[config.mk]
export PLATFORM = sky130hd
export DESIGN_NAME = alu_share_sched
export DESIGN_NICKNAME = d
export VERILOG_FILES = /design/src/rtl/alu_share_pkg.sv /design/src/rtl/alu_share_rr_pick.sv /design/src/rtl/alu_share_sched.sv
export SDC_FILE = /design/constraint.sdc
export NUM_CORES = 1
export LEC_CHECK = 0
export CAP_MARGIN = 20
export CORE_ASPECT_RATIO = 1.5
export CORE_MARGIN = 3
export CORE_UTILIZATION = 59
export CTS_BUF_LIST = sky130_fd_sc_hd__clkbuf_16
export DETAILED_ROUTE_END_ITERATION = 6
export GPL_ROUTABILITY_DRIVEN = 1
export PLACE_DENSITY = 0.87
export SETUP_SLACK_MARGIN = 0.05
export SYNTH_ARGS = -nofsm -noshare
export SYNTH_HDL_FRONTEND = slang
export SYNTH_SLANG_ARGS = --single-unit
export TNS_END_PERCENT = 100
[constraint.sdc]
create_clock -name clk -period 4.95 [get_ports clk]
set_input_delay 0.7425 -clock clk [delete_from_list [all_inputs] [get_ports clk]]
set_output_delay 0.7425 -clock clk [all_outputs]
set_load 0.02 [all_outputs]
[src/rtl/alu_share_pkg.sv]
// Shared opcode and FSM state definitions for the time-shared ALU scheduler.
package alu_share_pkg;

    localparam logic [3:0] OP_OR      = 4'h0;
    localparam logic [3:0] OP_NOR     = 4'h1;
    localparam logic [3:0] OP_AND     = 4'h2;
    localparam logic [3:0] OP_NAND    = 4'h3;
    localparam logic [3:0] OP_XOR     = 4'h4;
    localparam logic [3:0] OP_XNOR    = 4'h5;
    localparam logic [3:0] OP_ADD     = 4'h6;
    localparam logic [3:0] OP_SUB     = 4'h7;
    localparam logic [3:0] OP_MUL     = 4'h8;
    localparam logic [3:0] OP_EQ      = 4'h9;
    localparam logic [3:0] OP_NEQ     = 4'hA;
    localparam logic [3:0] OP_GT      = 4'hB;
    localparam logic [3:0] OP_LT      = 4'hC;
    localparam logic [3:0] OP_GEQ     = 4'hD;
    localparam logic [3:0] OP_LEQ     = 4'hE;
    localparam logic [3:0] OP_ILLEGAL = 4'hF;

    typedef enum logic [1:0] {
        S_IDLE = 2'd0,
        S_EXEC = 2'd1,
        S_MUL  = 2'd2,
        S_RESP = 2'd3
    } state_t;

endpackage

[src/rtl/alu_share_rr_pick.sv]
// Round-robin priority picker: first valid requester at or after ptr_i, searching cyclically.
module alu_share_rr_pick
    import alu_share_pkg::*;
#(
    parameter int NREQ = 2
) (
    input  logic [NREQ-1:0] valid_i,
    input  logic [1:0]      ptr_i,
    output logic [NREQ-1:0] grant_o,
    output logic [1:0]      idx_o,
    output logic            any_o
);

    // Padding to four entries lets a 2-bit candidate index any NREQ without width games.
    logic [3:0] validPad;
    logic [1:0] cand;

    assign validPad = 4'(valid_i);

    always_comb begin
        idx_o = 2'd0;
        any_o = 1'b0;
        cand  = 2'd0;
        for (int k = 0; k < NREQ; k++) begin
            cand = 2'((int'(ptr_i) + k) % NREQ);
            if (!any_o && validPad[cand]) begin
                any_o = 1'b1;
                idx_o = cand;
            end
        end
    end

    assign grant_o = any_o ? (NREQ'(1) << idx_o) : '0;

endmodule

[src/rtl/alu_share_sched.sv]
// Round-robin scheduler time-sharing one ALU between NREQ requesters, one op in flight.
// Optional ALU_SHARE_SCHED_STATS_EN adds saturating op_count/stall_count outputs.
module alu_share_sched
    import alu_share_pkg::*;
#(
    parameter int WIDTH      = 4,
    parameter int NREQ       = 2,
    parameter int MUL_CYCLES = 2
) (
    input  logic                  clk,
    input  logic                  rst_n,
    input  logic [NREQ-1:0]       req_valid,
    output logic [NREQ-1:0]       req_ready,
    input  logic [4*NREQ-1:0]     req_op,
    input  logic [WIDTH*NREQ-1:0] req_a,
    input  logic [WIDTH*NREQ-1:0] req_b,
    output logic                  rsp_valid,
    input  logic                  rsp_ready,
    output logic [1:0]            rsp_id,
    output logic [WIDTH-1:0]      rsp_data,
    output logic                  rsp_err
`ifdef ALU_SHARE_SCHED_STATS_EN
    ,
    output logic [15:0]           op_count,
    output logic [15:0]           stall_count
`endif
);

    state_t             state_q;
    logic [1:0]         rrPtr_q;
    logic [3:0]         op_q;
    logic [WIDTH-1:0]   a_q;
    logic [WIDTH-1:0]   b_q;
    logic [1:0]         id_q;
    logic [7:0]         mulCnt_q;
    logic               rspValid_q;
    logic [1:0]         rspId_q;
    logic [WIDTH-1:0]   rspData_q;
    logic               rspErr_q;

    logic [NREQ-1:0]    grant;
    logic [1:0]         winIdx;
    logic               anyValid;
    logic [WIDTH-1:0]   aluRes;
    logic               aluErr;

    alu_share_rr_pick #(.NREQ(NREQ)) u_pick (
        .valid_i (req_valid),
        .ptr_i   (rrPtr_q),
        .grant_o (grant),
        .idx_o   (winIdx),
        .any_o   (anyValid)
    );

    assign req_ready = (state_q == S_IDLE) ? grant : '0;
    assign rsp_valid = rspValid_q;
    assign rsp_id    = rspId_q;
    assign rsp_data  = rspData_q;
    assign rsp_err   = rspErr_q;

    always_comb begin
        aluRes = '0;
        aluErr = 1'b0;
        case (op_q)
            OP_OR:   aluRes = a_q | b_q;
            OP_NOR:  aluRes = ~(a_q | b_q);
            OP_AND:  aluRes = a_q & b_q;
            OP_NAND: aluRes = ~(a_q & b_q);
            OP_XOR:  aluRes = a_q ^ b_q;
            OP_XNOR: aluRes = ~(a_q ^ b_q);
            OP_ADD:  aluRes = a_q + b_q;
            OP_SUB:  aluRes = a_q - b_q;
            OP_MUL:  aluRes = a_q * b_q;
            OP_EQ:   aluRes = {{(WIDTH-1){1'b0}}, a_q == b_q};
            OP_NEQ:  aluRes = {{(WIDTH-1){1'b0}}, a_q != b_q};
            OP_GT:   aluRes = {{(WIDTH-1){1'b0}}, a_q >  b_q};
            OP_LT:   aluRes = {{(WIDTH-1){1'b0}}, a_q <  b_q};
            OP_GEQ:  aluRes = {{(WIDTH-1){1'b0}}, a_q >= b_q};
            OP_LEQ:  aluRes = {{(WIDTH-1){1'b0}}, a_q <= b_q};
            default: aluErr = 1'b1;
        endcase
    end

    always_ff @(posedge clk or negedge rst_n) begin
        if (!rst_n) begin
            state_q    <= S_IDLE;
            rrPtr_q    <= 2'd0;
            op_q       <= 4'd0;
            a_q        <= '0;
            b_q        <= '0;
            id_q       <= 2'd0;
            mulCnt_q   <= 8'd0;
            rspValid_q <= 1'b0;
            rspId_q    <= 2'd0;
            rspData_q  <= '0;
            rspErr_q   <= 1'b0;
        end else begin
            case (state_q)
                S_IDLE: begin
                    if (anyValid) begin
                        op_q     <= req_op[4*winIdx +: 4];
                        a_q      <= req_a[WIDTH*winIdx +: WIDTH];
                        b_q      <= req_b[WIDTH*winIdx +: WIDTH];
                        id_q     <= winIdx;
                        mulCnt_q <= 8'd0;
                        state_q  <= (req_op[4*winIdx +: 4] == OP_MUL) ? S_MUL : S_EXEC;
                    end
                end
                S_EXEC: begin
                    rspData_q  <= aluRes;
                    rspErr_q   <= aluErr;
                    rspId_q    <= id_q;
                    rspValid_q <= 1'b1;
                    state_q    <= S_RESP;
                end
                S_MUL: begin
                    if (mulCnt_q == 8'(MUL_CYCLES - 1)) begin
                        rspData_q  <= aluRes;
                        rspErr_q   <= aluErr;
                        rspId_q    <= id_q;
                        rspValid_q <= 1'b1;
                        state_q    <= S_RESP;
                    end else begin
                        mulCnt_q <= mulCnt_q + 8'd1;
                    end
                end
                S_RESP: begin
                    if (rsp_ready) begin
                        rspValid_q <= 1'b0;
                        rrPtr_q    <= (rspId_q == 2'(NREQ - 1)) ? 2'd0 : rspId_q + 2'd1;
                        state_q    <= S_IDLE;
                    end
                end
                default: state_q <= S_IDLE;
            endcase
        end
    end

`ifdef ALU_SHARE_SCHED_STATS_EN
    logic [15:0] opCnt_q;
    logic [15:0] stallCnt_q;

    always_ff @(posedge clk or negedge rst_n) begin
        if (!rst_n) begin
            opCnt_q    <= 16'd0;
            stallCnt_q <= 16'd0;
        end else if (state_q == S_RESP) begin
            if (rsp_ready && opCnt_q != 16'hFFFF)
                opCnt_q <= opCnt_q + 16'd1;
            if (!rsp_ready && stallCnt_q != 16'hFFFF)
                stallCnt_q <= stallCnt_q + 16'd1;
        end
    end

    assign op_count    = opCnt_q;
    assign stall_count = stallCnt_q;
`endif

endmodule

==> out/qor_table.md, run 1 <==
| Result | Value | Unit |
| --- | --- | --- |
| Maximum clock frequency | 282 | MHz |
| Area grow syn2layout | 21.6 | % |
| Setup violation total in the final timing report | 0 | - |
| Number of buffers created by CTS | 5 | - |
| Post-synthesis instance total | 278 | - |
| Iteration count of the initial detailed-routing pass | 5 | - |
| DP HPWL | 4520 | um |
| Remaining max-slew budget at the tightest pin | 51.4 | % |
| Overall global routing resource usage | 25.7 | % |
| Fin crit period | 3.54 | ns |
| CP max FO | 7 | - |
| Detail-routed via count per cell | 6.06 | - |
| Number of antenna-violating nets in the routed design | 0 | - |
| Flip-flop cell with the highest count after synthesis | dfrtp_1 | - |
| Antenna diode count | 0 | - |
| Maximum clock path buffer count | 2 | - |
| TritonCTS clock tree | done | - |
| Final weighted congestion in routability-driven placement | 0.938 | - |
| Master cell of the clock root buffer | clkbuf_16 | - |
| Synth unique cells | 61 | - |
| Max-slew violation count | 0 | - |
| Setup repair after global routing missed its margin | no | - |
| Proportion of synthesized flip-flops having asynchronous set or reset | 100 | % |
| Congestion Overflow GR | 0 | - |
| # resized after CTS | 0 | - |
| Vias | 2168 | - |
| Post-CTS Setup Inserts | 0 | - |
| Antenna violations before repair | 0 | - |
| Number of buffers added on ports | 37 | - |
| Pin count of the biggest net entering global routing | 32 | - |
| Initial core utilization | 62.3 | % |
| Required @ worst endpoint | 4.21 | ns |
| CTS H-tree lvls | 2 | - |
| Final instance count without filler cells | 358 | - |
| IO Pins | 39 | - |
| Clock-pin slew on the worst setup and hold paths | 0.05 | ns |
| Number of nets in the synthesized netlist | 332 | - |
| Max_cap viols | 0 | - |
| Total wire length after detailed routing | 5960 | um |
| Hold-fix buffers at CTS | 0 | - |
| Fillcell total | 288 | - |
| TritonCTS Sinks | 31 | - |
| Critical path endpoint category | primary output | - |
| Number of enable flip-flop cells after synthesis | 0 | - |
| Final sum of negative setup slack | 0 | ns |
| Pin slew with the least headroom to its limit | 0.729 | ns |
| Vias in the first global route | 2171 | - |
| Synth warnings | 0 | - |
| X dimension of the die | 59.0 | um |
| Status | complete, no violations | - |
| Highest-count cells in the layout ignoring fill and taps | clkdlybuf4s50_1, dfrtp_1, inv_1, nor2_1, ha_1 | - |
| Post-route DRC violation count | 0 | - |
| Post-Syn Area | 2490 | um^2 |
| Area inside the core boundary | 3990 | um^2 |
| Number of DRC markers after the initial detailed-route iteration | 206 | - |
| Routed len/inst | 16.7 | um |
| Final hold violations | 0 | - |
| Class of the tightest hold or removal check | reg2reg | - |
| Post-synthesis sequential area ratio | 31.2 | % |
| CP Launch Type | primary input | - |
| Total of flip-flops plus latches after synthesis | 31 | - |
| Die outline area | 5050 | um^2 |
| Leakage power of the design | 1.39 | nW |
| Syn_area_per_cell | 8.95 | um^2 |
| Final Skew | 0.00432 | ns |
| First-pass GRT wire length | 10000 | um |
| Insertion delay to the later sink of the worst-skew pair | 0.28 | ns |
| Arrival @ worst endpoint | 2.80 | ns |
| Height of the die | 85.5 | um |
| Nets@finish | 366 | - |
| Most common library cell in the layout ignoring fill and taps | clkdlybuf4s50_1 | - |
| Number of cell rows | 28 | - |
| Critical path class | in2out | - |
| Fraction of layout cells with a size suffix above 1 | 6.07 | % |
| Total power density per cell area | 688 | nW/um^2 |
| Inst Count DP | 350 | - |
| Period Utilization, post-route | 71.5 | % |
| Worst voltage drop across the vdd grid | 573 | uV |
synthesized netlist by cell type (all sizes together), types with 3 or more instances:
| cell | instances | share of area (%) |
|---|---|---|
| dfrtp | 31 | 31 |
| inv | 27 | 4.1 |
| nor2 | 27 | 4.1 |
| ha | 23 | 12 |
| nand2 | 22 | 3.3 |
| a21oi | 14 | 3.0 |
| o21ai | 11 | 2.2 |
| xor2 | 11 | 3.9 |
| nand3 | 8 | 1.6 |
| buf | 7 | 2.0 |
| xnor2 | 7 | 2.5 |
| a222oi | 6 | 2.4 |
| mux2i | 6 | 2.4 |
| clkbuf | 5 | 0.75 |
| nand2b | 5 | 1.6 |
| nor2b | 5 | 1.6 |
| a31oi | 4 | 1.0 |
| nand3b | 4 | 1.2 |
| nor3 | 4 | 0.80 |
| nand4 | 3 | 0.75 |
| o31ai | 3 | 0.90 |
layout make-up:
type,instances,area (um^2),area share (%)
multi-input cells,208,1540,51.0
repair buffers,39,385,12.7
flip-flops and latches,31,776,25.6
inverters,27,101,3.35
clock buffers,5,125,4.14
clock inverters,3,38.8,1.28
well taps,45,56.3,1.86
through the flow:
step / power (mW) / hold WS, ns / setup WS, ns / utilization, % / area [um^2]
after floorplan: 1.43 / 0.446 / 2.61 / - / 2490
after global placement: 1.69 / 0.473 / 1.47 / 71.6 / 2860
after detailed placement: 1.73 / 0.479 / 1.43 / 71.6 / 2860
after CTS: 2.08 / 0.499 / 1.41 / 75.8 / 3030
after global routing: 2.25 / 0.502 / 1.29 / 75.8 / 3030
final: 2.08 / 0.490 / 1.41 / 75.8 / 3030
power breakdown:
part | switching (mW) | internal (mW)
sequential | 0.180 | 0.357
combinational | 0.657 | 0.547
clock | 0.105 | 0.234
total | 0.942 | 1.14
path summary, 6_finish.rpt:
kind / endpoint / slack [ns] / depth (start not counted) / start
worst max-delay path: req_ready[0] / 1.41 / 5 / req_valid[1]
worst min-delay path: id_q[0] / 0.49 / 1 / id_q[0]
worst max register to register: rsp_data[2] / 2.41 / 8 / a_q[1]
worst min register to register: id_q[0] / 0.49 / 1 / id_q[0]
max in group asynchronous: mulCnt_q[3] / 3.80 / 2 / rst_n
min in group asynchronous: mulCnt_q[6] / 0.86 / 2 / rst_n
state kept, by name, indices dropped and copies added, names as in the netlist:
name       count
rsp_valid      1
rsp_data       4
rsp_id         1
a_q            4
rrPtr_q        1
state_q        2
op_q           4
rsp_err        1
id_q           1
b_q            4
mulCnt_q       8
routing by layer:
metal	vias to the layer above	wire length [um]	GRT usage (%)
met5	-	0	0
met4	0	170	9.07
met3	15	224	3.77
met2	59	3350	47.6
met1	1036	2220	28.7
li1	1058	-	-
logic make-up after synthesis:
| logic type | Yosys count | share of synthesized area (%) |
|---|---|---|
| other cells | 1 | 0.151 |
| fa+ha+maj | 25 | 13.2 |
| mux | 8 | 3.47 |
| xor+xnor | 18 | 6.33 |
| flops | 31 | 31.2 |
| buf+inv | 39 | 6.84 |
| simple gates | 91 | 19.8 |
| compound gates | 65 | 19.1 |
critical path, stage by stage:
cell and delay (ns):
clkdlybuf4s50_1 0.63, nor2_1 0.11, nor2_1 0.28, and2_1 0.36, clkdlybuf4s50_1 0.67
Power figures use the tool's default switching activity.
==> run 2, diff against run 1 <==
Settings changed: CORE_UTILIZATION 59 to 49, PLACE_DENSITY 0.87 to 0.77.
Clock period 4.95 ns to 3.02 ns, I/O delays scaled along.
==> run 2 against run 1 <==
  * Count of clock-buffer cells in the layout is the same
  * Register-to-register slack got worse by 1.9 ns
  * Flip-flop and latch count did not move
  * Final area up 1.9%
  * First-iteration DRC count shrank 6.8%
  * Combinational power grew 68%
  * Routed wire length up 4.5%
  * Worst setup slack got worse by 1.2 ns
  * Die area up 19%
  * Largest power group unchanged
  * Highest routed layer unchanged
==> out/qor_table.md, run 2 (synthesized netlist as in run 1, its figures left out) <==
| Result | Value | Unit | vs previous |
| --- | --- | --- | --- |
| IO Pins | 39 | - | unchanged |
| TritonCTS clock tree | done | - | unchanged |
| Cell type of the slowest stage on the worst timing path | clkdlybuf4s50_1 | - | unchanged |
| Fin crit period | 2.77 | ns |  |
| Number of flip-flops under the largest register name | 8 | - | unchanged |
| Remaining max-slew budget at the tightest pin | 53.7 | % | was 51.4% |
| Area grow syn2layout | 23.8 | % | was 21.6% |
| Vias | 2183 | - | was 2168 |
| Setup repair after global routing missed its margin | no | - | unchanged |
| Final Skew | 0.00548 | ns | was 0.00432 ns |
| Number of buffers added on ports | 37 | - | unchanged |
| Critical path class | in2out | - | unchanged |
| Final weighted congestion in routability-driven placement | 0.818 | - | was 0.938 |
| DP HPWL | 4890 | um | was 4520 um |
| Post-route DRC violation count | 0 | - | unchanged |
| Number of buffers and inverters on the critical path | 2 | - | unchanged |
| TritonCTS Sinks | 31 | - | unchanged |
| Initial core utilization | 50.9 | % | was 62.3% |
| Delay contributed by the slowest stage of the critical path | 0.66 | ns | was 0.67 ns |
| Routed len/inst | 16.3 | um | was 16.7 um |
| Post-CTS Setup Inserts | 0 | - | unchanged |
| Class of the tightest hold or removal check | reg2reg | - | unchanged |
| Total wire length after detailed routing | 6230 | um | was 5960 um |
| Antenna diode count | 0 | - | unchanged |
| Final sum of negative setup slack | 0 | ns | unchanged |
| Fraction of layout cells with a size suffix above 1 | 7.26 | % | was 6.07% |
| Total power density per cell area | 1120 | nW/um^2 | was 688 nW/um^2 |
| Number of antenna-violating nets in the routed design | 0 | - | unchanged |
| Number of buffers created by CTS | 5 | - | unchanged |
| Depth of the worst hold-timing path | 1 | - | unchanged |
| Max-slew violation count | 0 | - | unchanged |
| Height of the die | 93.3 | um | was 85.5 um |
| Overall global routing resource usage | 22.8 | % | was 25.7% |
| Leakage power of the design | 1.41 | nW | was 1.39 nW |
| Required @ worst endpoint | 2.57 | ns | was 4.21 ns |
| Register with the most flip-flops | mulCnt_q | - | unchanged |
| Die outline area | 5990 | um^2 | was 5050 um^2 |
| X dimension of the die | 64.2 | um | was 59.0 um |
| Maximum clock path buffer count | 2 | - | unchanged |
| Arrival @ worst endpoint | 2.32 | ns | was 2.80 ns |
| Period Utilization, post-route | 91.8 | % |  |
| CP Cell Sequence | clkdlybuf4s50_1, nor2b_4, nand2b_4, and2_1, clkdlybuf4s50_1 | - | was clkdlybuf4s50_1, nor2_1, nor2_1, and2_1, clkdlybuf4s50_1 |
| Iteration count of the initial detailed-routing pass | 5 | - | unchanged |
| Number of DRC markers after the initial detailed-route iteration | 192 | - | was 206 |
| Reg2reg end | rsp_data[2] | - | unchanged |
| Depth of the most critical reg-to-reg path | 8 | - | unchanged |
| Pin slew with the least headroom to its limit | 0.695 | ns | was 0.729 ns |
| Detail-routed via count per cell | 5.70 | - | was 6.06 |
| Max_cap viols | 0 | - | unchanged |
| Clock-pin slew on the worst setup and hold paths | 0.05 | ns | about the same |
| Startpoint of the worst hold path | id_q[0] | - | unchanged |
| Number of cell rows | 31 | - | was 28 |
| Insertion delay to the later sink of the worst-skew pair | 0.27 | ns | was 0.28 ns |
| Antenna violations before repair | 0 | - | unchanged |
| Vias in the first global route | 2243 | - | was 2171 |
| FF-to-FF setup slack | 0.49 | ns | was 2.41 ns |
| Master cell of the clock root buffer | clkbuf_16 | - | unchanged |
| Nets@finish | 370 | - | was 366 |
| Highest-count cells in the layout ignoring fill and taps | clkdlybuf4s50_1, dfrtp_1, inv_1, nor2_1, ha_1 | - | unchanged |
| Worst Hold End | id_q[0] | - | unchanged |
| CP Launch Type | primary input | - | unchanged |
| Min Hold Slack | 0.494 | ns | was 0.490 ns |
| Final hold violations | 0 | - | unchanged |
| Most common library cell in the layout ignoring fill and taps | clkdlybuf4s50_1 | - | unchanged |
| Congestion Overflow GR | 0 | - | unchanged |
| Worst voltage drop across the vdd grid | 786 | uV | was 573 uV |
| Hold-fix buffers at CTS | 0 | - | unchanged |
| CP max FO | 7 | - | unchanged |
| # resized after CTS | 0 | - | unchanged |
| Setup violation total in the final timing report | 0 | - | unchanged |
| Status | complete, no violations | - | unchanged |
| Area inside the core boundary | 4890 | um^2 | was 3990 um^2 |
| First-pass GRT wire length | 10600 | um | was 10000 um |
| Cell type with the highest occurrence count on the critical path | clkdlybuf4s50_1 | - |  |
| Dominant delay contributor by cell family on the critical path | buffers and inverters | - | unchanged |
| CTS H-tree lvls | 2 | - | unchanged |
| Critical path endpoint category | primary output | - | unchanged |
| RR Startpoint | a_q[1] | - | unchanged |
| WP depth | 5 | - | unchanged |
| Pin count of the biggest net entering global routing | 32 | - | unchanged |
| Maximum clock frequency | 361 | MHz |  |
run 2: stage by stage:
| stage | util (%) | worst slack (ns) | cell area, um^2 | cells | power [mW] |
|---|---|---|---|---|---|
| after CTS | 63.1 | 0.257 | 3080 | 383 | 3.48 |
| after detailed placement | 59.7 | 0.256 | 2920 | 375 | 2.90 |
| final | 63.1 | 0.249 | 3080 | 383 | 3.45 |
| after floorplan | - | 0.707 | 2490 | 278 | 2.34 |
| after global routing | 63.1 | 0.148 | 3080 | 383 | 3.75 |
| after global placement | 59.7 | 0.283 | 2920 | 375 | 2.81 |
run 2: how the worst max path moves through the flow:
stage | start | end | slack, ns
3_3_place_gp | req_valid[0] | req_ready[0] | 0.28
6_report | req_valid[0] | req_ready[0] | 0.25
3_5_place_dp | req_valid[0] | req_ready[0] | 0.26
5_1_grt | req_valid[0] | req_ready[0] | 0.15
2_1_floorplan | a_q[1] | rsp_data[2] | 0.71
4_1_cts | req_valid[0] | req_ready[0] | 0.26
run 2: where the power goes:
part           total (mW)  switching (mW)  leakage [nW]  internal, mW
combinational        2.02            1.09         0.938         0.925
clock               0.558           0.174        0.0812         0.384
sequential          0.874           0.288         0.387         0.586
total                3.45            1.55          1.41          1.89
run 2: area by class of cell:
| class | instances | area, um^2 |
|---|---|---|
| Tap cell | 66 | 82.6 |
| Clock inverter | 3 | 38.8 |
| Fill cell | 444 | 1810 |
| Multi-Input combinational cell | 208 | 1540 |
| Inverter | 27 | 101 |
| Clock buffer | 5 | 125 |
| Sequential cell | 31 | 776 |
| Timing Repair Buffer | 43 | 415 |
run 2: metal layers:
metal / routed length (um) / part of all wire, % / track usage (%)
met5: 0 / 0 / 0
met3: 211 / 3.4 / 3.85
met1: 2300 / 37 / 23.7
met2: 3400 / 55 / 42.0
met4: 321 / 5.2 / 13.4
==> run 3, diff against run 2 <==
Settings changed: CAP_MARGIN 20 to not set.
==> results of run 3 <==
Same layout as run 2: the final DEF is identical, and so are final timing and power.
